--- src/rtl/button_debounce_pulse.sv ---
// +--------------------------------------------------------------------------+
// | Module : button_debounce_pulse                                           |
// | Brief  : Synchronizes and debounces a raw push-button into a clean level |
// |          plus a one-cycle enable pulse per press, with optional repeat.  |
// | Rev    : 1.0  initial release                                            |
// +--------------------------------------------------------------------------+
`default_nettype none

module button_debounce_pulse #(
    parameter int STABLE_CYCLES = 16,
    parameter int REPEAT_CYCLES = 0
) (
    input  logic clock_i,
    input  logic reset_i,
    input  logic button_i,
    output logic level_o,
    output logic enable_o
);

    localparam int C_MAX_CYCLES = (STABLE_CYCLES > REPEAT_CYCLES) ? STABLE_CYCLES : REPEAT_CYCLES;
    localparam int CW           = $clog2(C_MAX_CYCLES + 1);

    localparam logic [CW-1:0] C_CNT_ZERO    = '0;
    localparam logic [CW-1:0] C_CNT_ONE     = CW'(1);
    localparam logic [CW-1:0] C_CNT_MAX     = '1;
    localparam logic [CW-1:0] C_STABLE_LAST = CW'(STABLE_CYCLES - 1);

    localparam logic [1:0] S_IDLE_LOW  = 2'd0;
    localparam logic [1:0] S_WAIT_HIGH = 2'd1;
    localparam logic [1:0] S_IDLE_HIGH = 2'd2;
    localparam logic [1:0] S_WAIT_LOW  = 2'd3;

    logic          r_sync1;
    logic          r_btn_s;
    logic [1:0]    r_state;
    logic [1:0]    w_state_nxt;
    logic [CW-1:0] r_cnt;
    logic [CW-1:0] w_cnt_nxt;
    logic [CW-1:0] w_cnt_inc;
    logic          r_level;
    logic          w_level_nxt;
    logic          r_enable;
    logic          w_enable_nxt;
    logic          w_rep_en;
    logic          w_rep_fire;

    // The same counter times both debounce windows and the repeat period.
    generate
        if (REPEAT_CYCLES > 0) begin : g_repeat
            localparam logic [CW-1:0] C_REPEAT_LAST = CW'(REPEAT_CYCLES - 1);
            assign w_rep_en   = 1'b1;
            assign w_rep_fire = (r_cnt == C_REPEAT_LAST);
        end else begin : g_no_repeat
            assign w_rep_en   = 1'b0;
            assign w_rep_fire = 1'b0;
        end
    endgenerate

    assign w_cnt_inc = (r_cnt == C_CNT_MAX) ? r_cnt : r_cnt + C_CNT_ONE;

    always_ff @(posedge clock_i) begin
        if (reset_i) begin
            r_sync1  <= 1'b0;
            r_btn_s  <= 1'b0;
            r_state  <= S_IDLE_LOW;
            r_cnt    <= C_CNT_ZERO;
            r_level  <= 1'b0;
            r_enable <= 1'b0;
        end else begin
            r_sync1  <= button_i;
            r_btn_s  <= r_sync1;
            r_state  <= w_state_nxt;
            r_cnt    <= w_cnt_nxt;
            r_level  <= w_level_nxt;
            r_enable <= w_enable_nxt;
        end
    end

    always_comb begin
        w_state_nxt  = r_state;
        w_cnt_nxt    = r_cnt;
        w_level_nxt  = r_level;
        w_enable_nxt = 1'b0;
        case (r_state)
            S_IDLE_LOW: begin
                if (r_btn_s) begin
                    w_state_nxt = S_WAIT_HIGH;
                    w_cnt_nxt   = C_CNT_ONE;
                end
            end
            S_WAIT_HIGH: begin
                if (!r_btn_s) begin
                    w_state_nxt = S_IDLE_LOW;
                    w_cnt_nxt   = C_CNT_ZERO;
                end else if (r_cnt == C_STABLE_LAST) begin
                    w_state_nxt  = S_IDLE_HIGH;
                    w_cnt_nxt    = C_CNT_ZERO;
                    w_level_nxt  = 1'b1;
                    w_enable_nxt = 1'b1;
                end else begin
                    w_cnt_nxt = w_cnt_inc;
                end
            end
            S_IDLE_HIGH: begin
                if (!r_btn_s) begin
                    w_state_nxt = S_WAIT_LOW;
                    w_cnt_nxt   = C_CNT_ONE;
                end else if (w_rep_fire) begin
                    w_cnt_nxt    = C_CNT_ZERO;
                    w_enable_nxt = 1'b1;
                end else if (w_rep_en) begin
                    w_cnt_nxt = w_cnt_inc;
                end
            end
            S_WAIT_LOW: begin
                // A bounce back high restarts the repeat period from zero.
                if (r_btn_s) begin
                    w_state_nxt = S_IDLE_HIGH;
                    w_cnt_nxt   = C_CNT_ZERO;
                end else if (r_cnt == C_STABLE_LAST) begin
                    w_state_nxt = S_IDLE_LOW;
                    w_cnt_nxt   = C_CNT_ZERO;
                    w_level_nxt = 1'b0;
                end else begin
                    w_cnt_nxt = w_cnt_inc;
                end
            end
            default: begin
                w_state_nxt = S_IDLE_LOW;
                w_cnt_nxt   = C_CNT_ZERO;
                w_level_nxt = 1'b0;
            end
        endcase
    end

    assign level_o  = r_level;
    assign enable_o = r_enable;

endmodule

`default_nettype wire

--- config.mk ---
export PLATFORM = sky130hd
export DESIGN_NAME = button_debounce_pulse
export DESIGN_NICKNAME = d
export VERILOG_FILES = /design/src/rtl/button_debounce_pulse.sv
export SDC_FILE = /design/constraint.sdc
export NUM_CORES = 1
export LEC_CHECK = 0
export CAP_MARGIN = 0
export CORE_AREA = 3 3 40 42
export DETAILED_ROUTE_END_ITERATION = 12
export DIE_AREA = 0 0 43 45
export PLACE_DENSITY = 0.54
export SYNTH_ARGS = -nofsm -noshare
export SYNTH_HDL_FRONTEND = slang
export SYNTH_SLANG_ARGS = --single-unit
--- constraint.sdc ---
create_clock -name clock_i -period 2.1 [get_ports clock_i]
set_clock_uncertainty 0.2 [all_clocks]
set_input_delay 0.42 -clock clock_i [delete_from_list [all_inputs] [get_ports clock_i]]
set_output_delay 0.42 -clock clock_i [all_outputs]
set_load 0.05 [all_outputs]
* Yosys cells after proc, flatten, opt, wreduce, memory -nomap -nowiden *
Cells that the tools add are included.

storage, ports and cells
  register bits after elaboration = 11
  latch bits = 0
  memory bits (writable) = 0
  bits in read-only memories = 0
  input bits = 3
  output and inout port bits = 2
  memories kept = 0

operators by class
  add/sub/neg operators = 1
  multipliers = 0
  divide/modulo/power cells = 0
  $lt $le $gt $ge = 0
  equality and inequality tests = 13
  shift-type cells = 0
  muxes and demuxes = 20
  bitwise gates (word level) = 2
  reduce and logical (&&, ||, !) cells = 6

operators with widths
  cell                   count
  $mux W5                6
  $pmux W5 S4            1
  $mux W2                6
  $ne A2 B2 Y1 const B   6
  $pmux W2 S4            1
  $ne A3 B3 Y1 const B   2
  $add A5 B1 Y5 const B  1
  $eq A5 B4 Y1 const B   1
  $eq A5 B5 Y1 const B   1
  $mux W1                5
  $reduce_and A5 Y1      1
  $eq A2 B2 Y1 const B   2
  $reduce_and A4 Y1      1
  $reduce_or A3 Y1       1
  $eq A2 B1 Y1 const B   1
  $logic_not A2 Y1       1
  $not A1 Y1             2
  $pmux W1 S2            1
  $reduce_and A2 Y1      1
  $reduce_bool A2 Y1     1

* Logic depth before layout (Yosys ltp) *
Gate-level depths: netlist (run 1).

  depth in word-level cells = 5
  gate-level depth with buffers = 5

* Worst setup path after synthesis (run 1) *
No wires, ideal clock.

  path type = reg-to-reg
  start = register r_cnt[0]
  end = register r_level (netlist: level_o)
  setup time = 0.124 ns
  arrival = 1.238 ns
  data required time = 1.776 ns
  slack = 0.538 ns
  cell stages (with the launch flop) = 6
  path buffers = 0
  period minus slack after synthesis = 1.562 ns
  cell sequence = dfxtp_1 -> ha_1 -> nand3_2 -> or3_1 -> o21ai_1 -> o22ai_1

on the way
  longest elaborated chain between the ends = 3
  elaborated cells between the ends (all ways) = 4
  those cells by class = eq/ne (3); reduce/logical (1)

ends and longest elaborated chain
  what                                  RTL line  text
  start, declared                       37        logic [CW-1:0] r_cnt;
  start signal, assigned                73        r_cnt <= w_cnt_nxt;
  $eq A5 B4 Y1 *                        95, 120
  $ne A2 B2 Y1 (no source line)         --
  $reduce_and A5 Y1 (no source line) *  --
  end signal, assigned                  74        r_level <= w_level_nxt;
  end, declared                         40        logic r_level;

Every way passes the cells marked *; elsewhere a longest branch is shown, timed or not.
A chain may end at the register's enable or synchronous reset.

* Worst setup path after layout (run 1) *
  start = register r_enable (netlist: enable_o)
  end = output enable_o

RTL lines
  what                    RTL line  text
  start, declared         42        logic r_enable;
  start signal, assigned  75        r_enable <= w_enable_nxt;
  end, declared           17        output logic enable_o

No word-level cell between the ends.

==> results of run 1 <==
kinds of logic (layout without fill, tap and decap cells):
| group | after synthesis | in the layout | synth area share |
|---|---|---|---|
| AND/OR/NAND/NOR | 23 | 23 | 0.264 |
| AO/OA/AOI/OAI | 15 | 15 | 0.185 |
| flip-flops | 11 | 11 | 0.447 |
| buffers and inverters | 3 | 11 | 0.0254 |
| adder cells (fa/ha/maj) | 1 | 1 | 0.0254 |
| XOR/XNOR | 1 | 1 | 0.0330 |
| multiplexers | 1 | 1 | 0.0203 |
cell type report:
type,count,share of cell area
clock buffers,3,0.0389
repair buffers,5,0.0778
flip-flops and latches,11,0.380
well taps,15,0.0324
inverters,2,0.0130
clock inverters,1,0.00864
multi-input cells,41,0.449
flip-flops by register name, summed over array words and instances (netlist names), named ones only:
register / count
r_cnt: 5
enable_o: 1
r_state: 1
r_btn_s: 1
level_o: 1
r_sync1: 1
worst paths after layout:
path	startpoint	end	slack, ns	depth (start not counted)
min	r_sync1	r_btn_s	0.24	1
max reg2reg	r_cnt[0]	level_o	0.39	5
min reg2reg	r_sync1	r_btn_s	0.24	1
max	enable_o	enable_o	0.10	1
synthesized netlist by cell type:
cell type	n
nor2b_1	2
a31o_1	1
o21ai_1	2
a21boi_0	1
nor2_1	3
nand2b_2	1
o22a_1	1
inv_1	2
o21ai_0	1
nor3_1	2
o22ai_1	1
and3_1	2
a21o_1	1
dfxtp_1	11
mux2i_1	1
a21oi_1	5
nand2_1	6
or3_1	1
nand3_1	3
a31oi_1	2
nor4b_2	1
ha_1	1
xor2_2	1
buf_2	1
nand3_2	1
or2_1	1
through the flow:
stage	instance area [um2]	utilization	total power, mW	std cells
2_1_floorplan	493	-	0.254	55
3_3_place_gp	552	0.429	0.268	74
3_5_place_dp	552	0.429	0.268	74
4_1_cts	579	0.451	0.413	78
5_1_grt	579	0.451	0.427	78
6_report	579	0.451	0.407	78
power groups by stage:
| stage | registers, mW | logic [mW] | clock network (mW) |
|---|---|---|---|
| 2_1_floorplan | 0.237 | 0.0170 | 0 |
| 3_3_place_gp | 0.226 | 0.0420 | 0 |
| 3_5_place_dp | 0.226 | 0.0418 | 0 |
| 4_1_cts | 0.221 | 0.0421 | 0.150 |
| 5_1_grt | 0.223 | 0.0454 | 0.159 |
| 6_report | 0.221 | 0.0418 | 0.145 |
routing by layer:
metal	routed length [um]	track usage	vias up
li1	-	-	216
met1	417	0.131	181
met2	425	0.168	14
met3	62	0.0478	4
met4	34	0.120	0
met5	0	0	-
==> results.md, run 1 <==
- Outcome: completed
- Crit path time final: 2.00 ns
- Post-Syn Area: 493 um2
- Unique masters post-synth: 26
- Cts repair resizes: 0
- Largest stage delay, worst path: slightly below 0.8 ns
- #FFs+latches synth: 11
- Most area-hungry cell type in the Yosys netlist: dfxtp_1
- CP delay by family, top: buffers and inverters
- Place WS: a little under 0.4 ns
- CTS Buffer Depth: 2
- Cells along the critical path: clkdlybuf4s50_1
- Die area: 1940 um2
- Clock root cell: clkbuf_4
- Worst-path clk slew: 0.07 ns
- Layout cells sized above 1: 0.159
- Sink Count: 11
- Ys Warns: 0
- DIE WIDTH: 43 um
- Pin count of the biggest net entering global routing: 9
- Hold slack: 0.243 ns
- Via density: 5.32
- Int Pwr: ~0.30 mW
- LEAKAGE: ~0.23 nW
- Synth top area share: 0.447
- Detailed Routing Iterations Pass 1: 4
- Max_cap viols: 0
- Psw: 0.105 mW
- PwrDens: about 700 nW/um2
- # nets final: 68
- Logic pwr share: 0.103
- # diodes: 0
- Crit path kind: register to primary output
- IR drop worst, VDD: 0.345 mV
- Register area: ~220 um2
- Die Height: 45 um
- Mean post-synth cell area: 8.96 um2
- Slowest cell on the critical path: clkdlybuf4s50_1
- Multi-input gate area: 260 um2
- Remaining antenna violation count: 0
- Worst-Margin Slew: around 0.5 ns
- H-tree levels: 1
- Synth Net Count: 59
- Clock power frac: 0.355
- Startpoint Class: register
- Setup TNS: 0 ns
- Seq pwr share: 0.543
- Port bufs: 4
- RSZ-0062 raised after global routing: false
- Wire per inst: 12.0 um
- Area of the core: 1280 um2
- Starting Density: 0.384
- Sequential fraction of the synthesis area: 0.447
- Total GRT Usage: 0.119
- Crit. End Element: primary output
- Cells after Synth: 55
- Final Worst Setup Slack: 0.100 ns
- Residual DRC: 0
- Slew headroom: 0.669
- Hold violation count in the final report: 0
- Vias in the first global route: 367
- Hold buffers post-CTS: 0
- Num rows: 13
- Pins Over Slew Limit: 0
- Most frequent cells in the layout: 11 x dfxtp_1, 6 x nand2_1, 5 x a21oi_1
- Initial DRC Count: 12
- CP max FO: 1
- Grt ovf: 0
- Via count: 415
- Min-delay worst type: register to register
- Initial antenna violation count: 0
- Global-route wire length before repair: 1.55 mm
- Final setup vio count: 0
- CTS tree: built
- Detail Placement HPWL: between 600 and 700 um
- Final-layout fill cell count: between 100 and 150
- Placer Congestion: 0.745
- Worst Path Buf+Inv: 1
- CP arrival: between 1 and 1.5 ns
- Worst skew pair latency: 0.27 ns
- Net Sw Frac: 0.257
- Area Overhead vs Synth: 17.5%
- Most common cell after layout, fill and taps aside: dfxtp_1
- CTS Buf Count: 3
- I/O Pins: 5
- Worst Path Required: 1.48 ns
- # Post-CTS Setup Buffers: 0
- Synth area leaders: dfxtp_1 45%, a21oi_1 5.1%, nand2_1 4.6%
- WL final: about 940 um
- Final period util: 0.952
- Max Fclk: 500 MHz
Note: power is estimated with default switching activity, not from simulation.
==> run 2, diff against run 1 <==
--- a/config.mk
+++ b/config.mk
@@ -6,9 +6,9 @@
 export NUM_CORES = 1
 export LEC_CHECK = 0
 export CAP_MARGIN = 0
-export CORE_AREA = 3 3 40 42
+export CORE_AREA = 2 2 39 41
 export DETAILED_ROUTE_END_ITERATION = 12
-export DIE_AREA = 0 0 43 45
+export DIE_AREA = 0 0 41 43
 export PLACE_DENSITY = 0.54
 export SYNTH_ARGS = -nofsm -noshare
 export SYNTH_HDL_FRONTEND = slang
==> constraint.sdc (replaced) <==
create_clock -name clock_i -period 2.1 [get_ports clock_i]
set_clock_uncertainty 0.2 [all_clocks]
set_input_delay 0.42 -clock clock_i [delete_from_list [all_inputs] [get_ports clock_i]]
set_output_delay 0.42 -clock clock_i [all_outputs]
set_load 0.01 [all_outputs]
==> results.md, run 2 (synthesized netlist as in run 1, its figures left out) <==
- Hold violation count in the final report: 0 (unchanged)
- Most common cell after layout, fill and taps aside: dfxtp_1 (unchanged)
- Worst-path clk slew: 0.07 ns (about the same)
- CTS Buffer Depth: 2 (unchanged)
- Final period util: 0.850 (was 0.952)
- Final setup vio count: 0 (unchanged)
- PwrDens: 680 nW/um2 (was 703 nW/um2)
- Detailed Routing Iterations Pass 1: 4 (unchanged)
- Worst-Margin Slew: 0.229 ns (was 0.495 ns)
- Initial DRC Count: 9 (was 12)
- Crit path kind: register to register (was register to primary output)
- Max Fclk: 560 MHz (was 500 MHz)
- Residual DRC: 0 (unchanged)
- Slew headroom: 0.847 (was 0.669)
- Cts repair resizes: 0 (unchanged)
- Wire per inst: 10.6 um (was 12.0 um)
- Hold buffers post-CTS: 0 (unchanged)
- Vias in the first global route: 331 (was 367)
- Final-layout fill cell count: 141 (was 126)
- Worst Path Required: 2.05 ns (was 1.48 ns)
- Port bufs: 4 (unchanged)
- Fin util: 0.420 (was 0.451)
- Crit. End Element: register (was primary output)
- Setup TNS: 0 ns (unchanged)
- Starting Density: 0.356 (was 0.384)
- # Post-CTS Setup Buffers: 0 (unchanged)
- # nets final: 68 (unchanged)
- Sink Count: 11 (unchanged)
- Max_cap viols: 0 (unchanged)
- Area of the core: 1380 um2 (was 1280 um2)
- Min-delay worst type: register to register (unchanged)
- LEAKAGE: 0.225 nW (was 0.230 nW)
- Via count: 405 (was 415)
- Remaining antenna violation count: 0 (unchanged)
- WL final: 838 um (was 938 um)
- Reg with most FFs: r_cnt (unchanged)
- Grt ovf: 0 (unchanged)
- Global-route wire length before repair: 1.46 mm (was 1.55 mm)
- Clock root cell: clkbuf_4 (unchanged)
- Total GRT Usage: 0.131 (was 0.119)
- Worst skew pair latency: 0.27 ns (about the same)
- Die area: 1760 um2 (was 1940 um2)
- Detail Placement HPWL: 620 um (was 628 um)
- CTS Buf Count: 3 (unchanged)
- CP arrival: 1.74 ns (was 1.38 ns)
- Die Height: 43 um (was 45 um)
- Pins Over Slew Limit: 0 (unchanged)
- Outcome: completed (unchanged)
- # diodes: 0 (unchanged)
- Layout cells sized above 1: 0.127 (was 0.159)
- CTS tree: built (unchanged)
- Startpoint Class: register (unchanged)
- Via density: 5.13 (was 5.32)
- Hold Path Cell Cnt: 1 (unchanged)
- Register-to-register setup slack: 0.31 ns (was 0.39 ns)
- DIE WIDTH: 41 um (was 43 um)
- CP max FO: 6 (was 1)
- Max reg flops: 5 (unchanged)
- Num rows: 14 (was 13)
- Pin count of the biggest net entering global routing: 8 (was 9)
- IR drop worst, VDD: 0.285 mV (was 0.345 mV)
- RSZ-0062 raised after global routing: false (unchanged)
- Most frequent cells in the layout: 11 x dfxtp_1, 6 x nand2_1, 5 x a21oi_1 (unchanged)
- Initial antenna violation count: 0 (unchanged)
- Worst r2r path cells: 5 (unchanged)
- Area Overhead vs Synth: 18.0% (was 17.5%)
- I/O Pins: 5 (unchanged)
- H-tree levels: 1 (unchanged)
- Crit path time final: 1.79 ns (was 2.00 ns)
- Placer Congestion: 0.755 (was 0.745)
-- run 2: where the power goes --
part	leakage, nW	switching [mW]	internal, mW	total (mW)
clock	0.0150	0.0684	0.0736	0.142
combinational	0.121	0.0148	0.0179	0.0327
sequential	0.0894	0.00552	0.215	0.221
total	0.225	0.0887	0.307	0.396
-- run 2: worst max-delay path, stage by stage, from the launching register on --
cell     delay, ns
dfxtp_1       0.44
ha_1          0.31
nand3_2       0.13
or3_1         0.37
o21ai_1       0.14
o22ai_1       0.09
-- run 2: metrics by stage --
step | instances | setup WS, ns | area [um2] | power, mW | hold WS, ns
after global placement | 75 | 0.331 | 556 | 0.258 | 0.223
after global routing | 79 | 0.182 | 582 | 0.422 | 0.259
after floorplan | 55 | 0.543 | 493 | 0.243 | 0.214
after detailed placement | 75 | 0.289 | 556 | 0.258 | 0.234
final | 79 | 0.314 | 582 | 0.396 | 0.243
after CTS | 79 | 0.313 | 582 | 0.406 | 0.249
-- run 2: path summary, 6_finish.rpt --
path            start  endpoint
min           r_sync1   r_btn_s
max          r_cnt[0]   level_o
min reg2reg   r_sync1   r_btn_s
max reg2reg  r_cnt[0]   level_o
-- run 2: metal layers --
metal  up-vias  GRT usage  wire (um)
met5         -          0          0
met4         0      0.120         21
met3         2     0.0471         41
met2        11      0.153        359
met1       181      0.175        415
li1        211          -          -
-- run 2: area by class of cell --
class	instances	area, um2	area share
Sequential cell	11	220	0.378
Clock buffer	4	26.3	0.0452
Tap cell	16	20.0	0.0344
Multi-Input combinational cell	41	260	0.447
Inverter	2	7.51	0.0129
Timing Repair Buffer	5	47.5	0.0817
==> run 3, diff against run 2 <==
--- a/config.mk
+++ b/config.mk
@@ -13,3 +13,4 @@
 export SYNTH_ARGS = -nofsm -noshare
 export SYNTH_HDL_FRONTEND = slang
 export SYNTH_SLANG_ARGS = --single-unit
+export TNS_END_PERCENT = 50
==> results of run 3 <==
Final layout, timing and power as in run 2 (identical DEF).
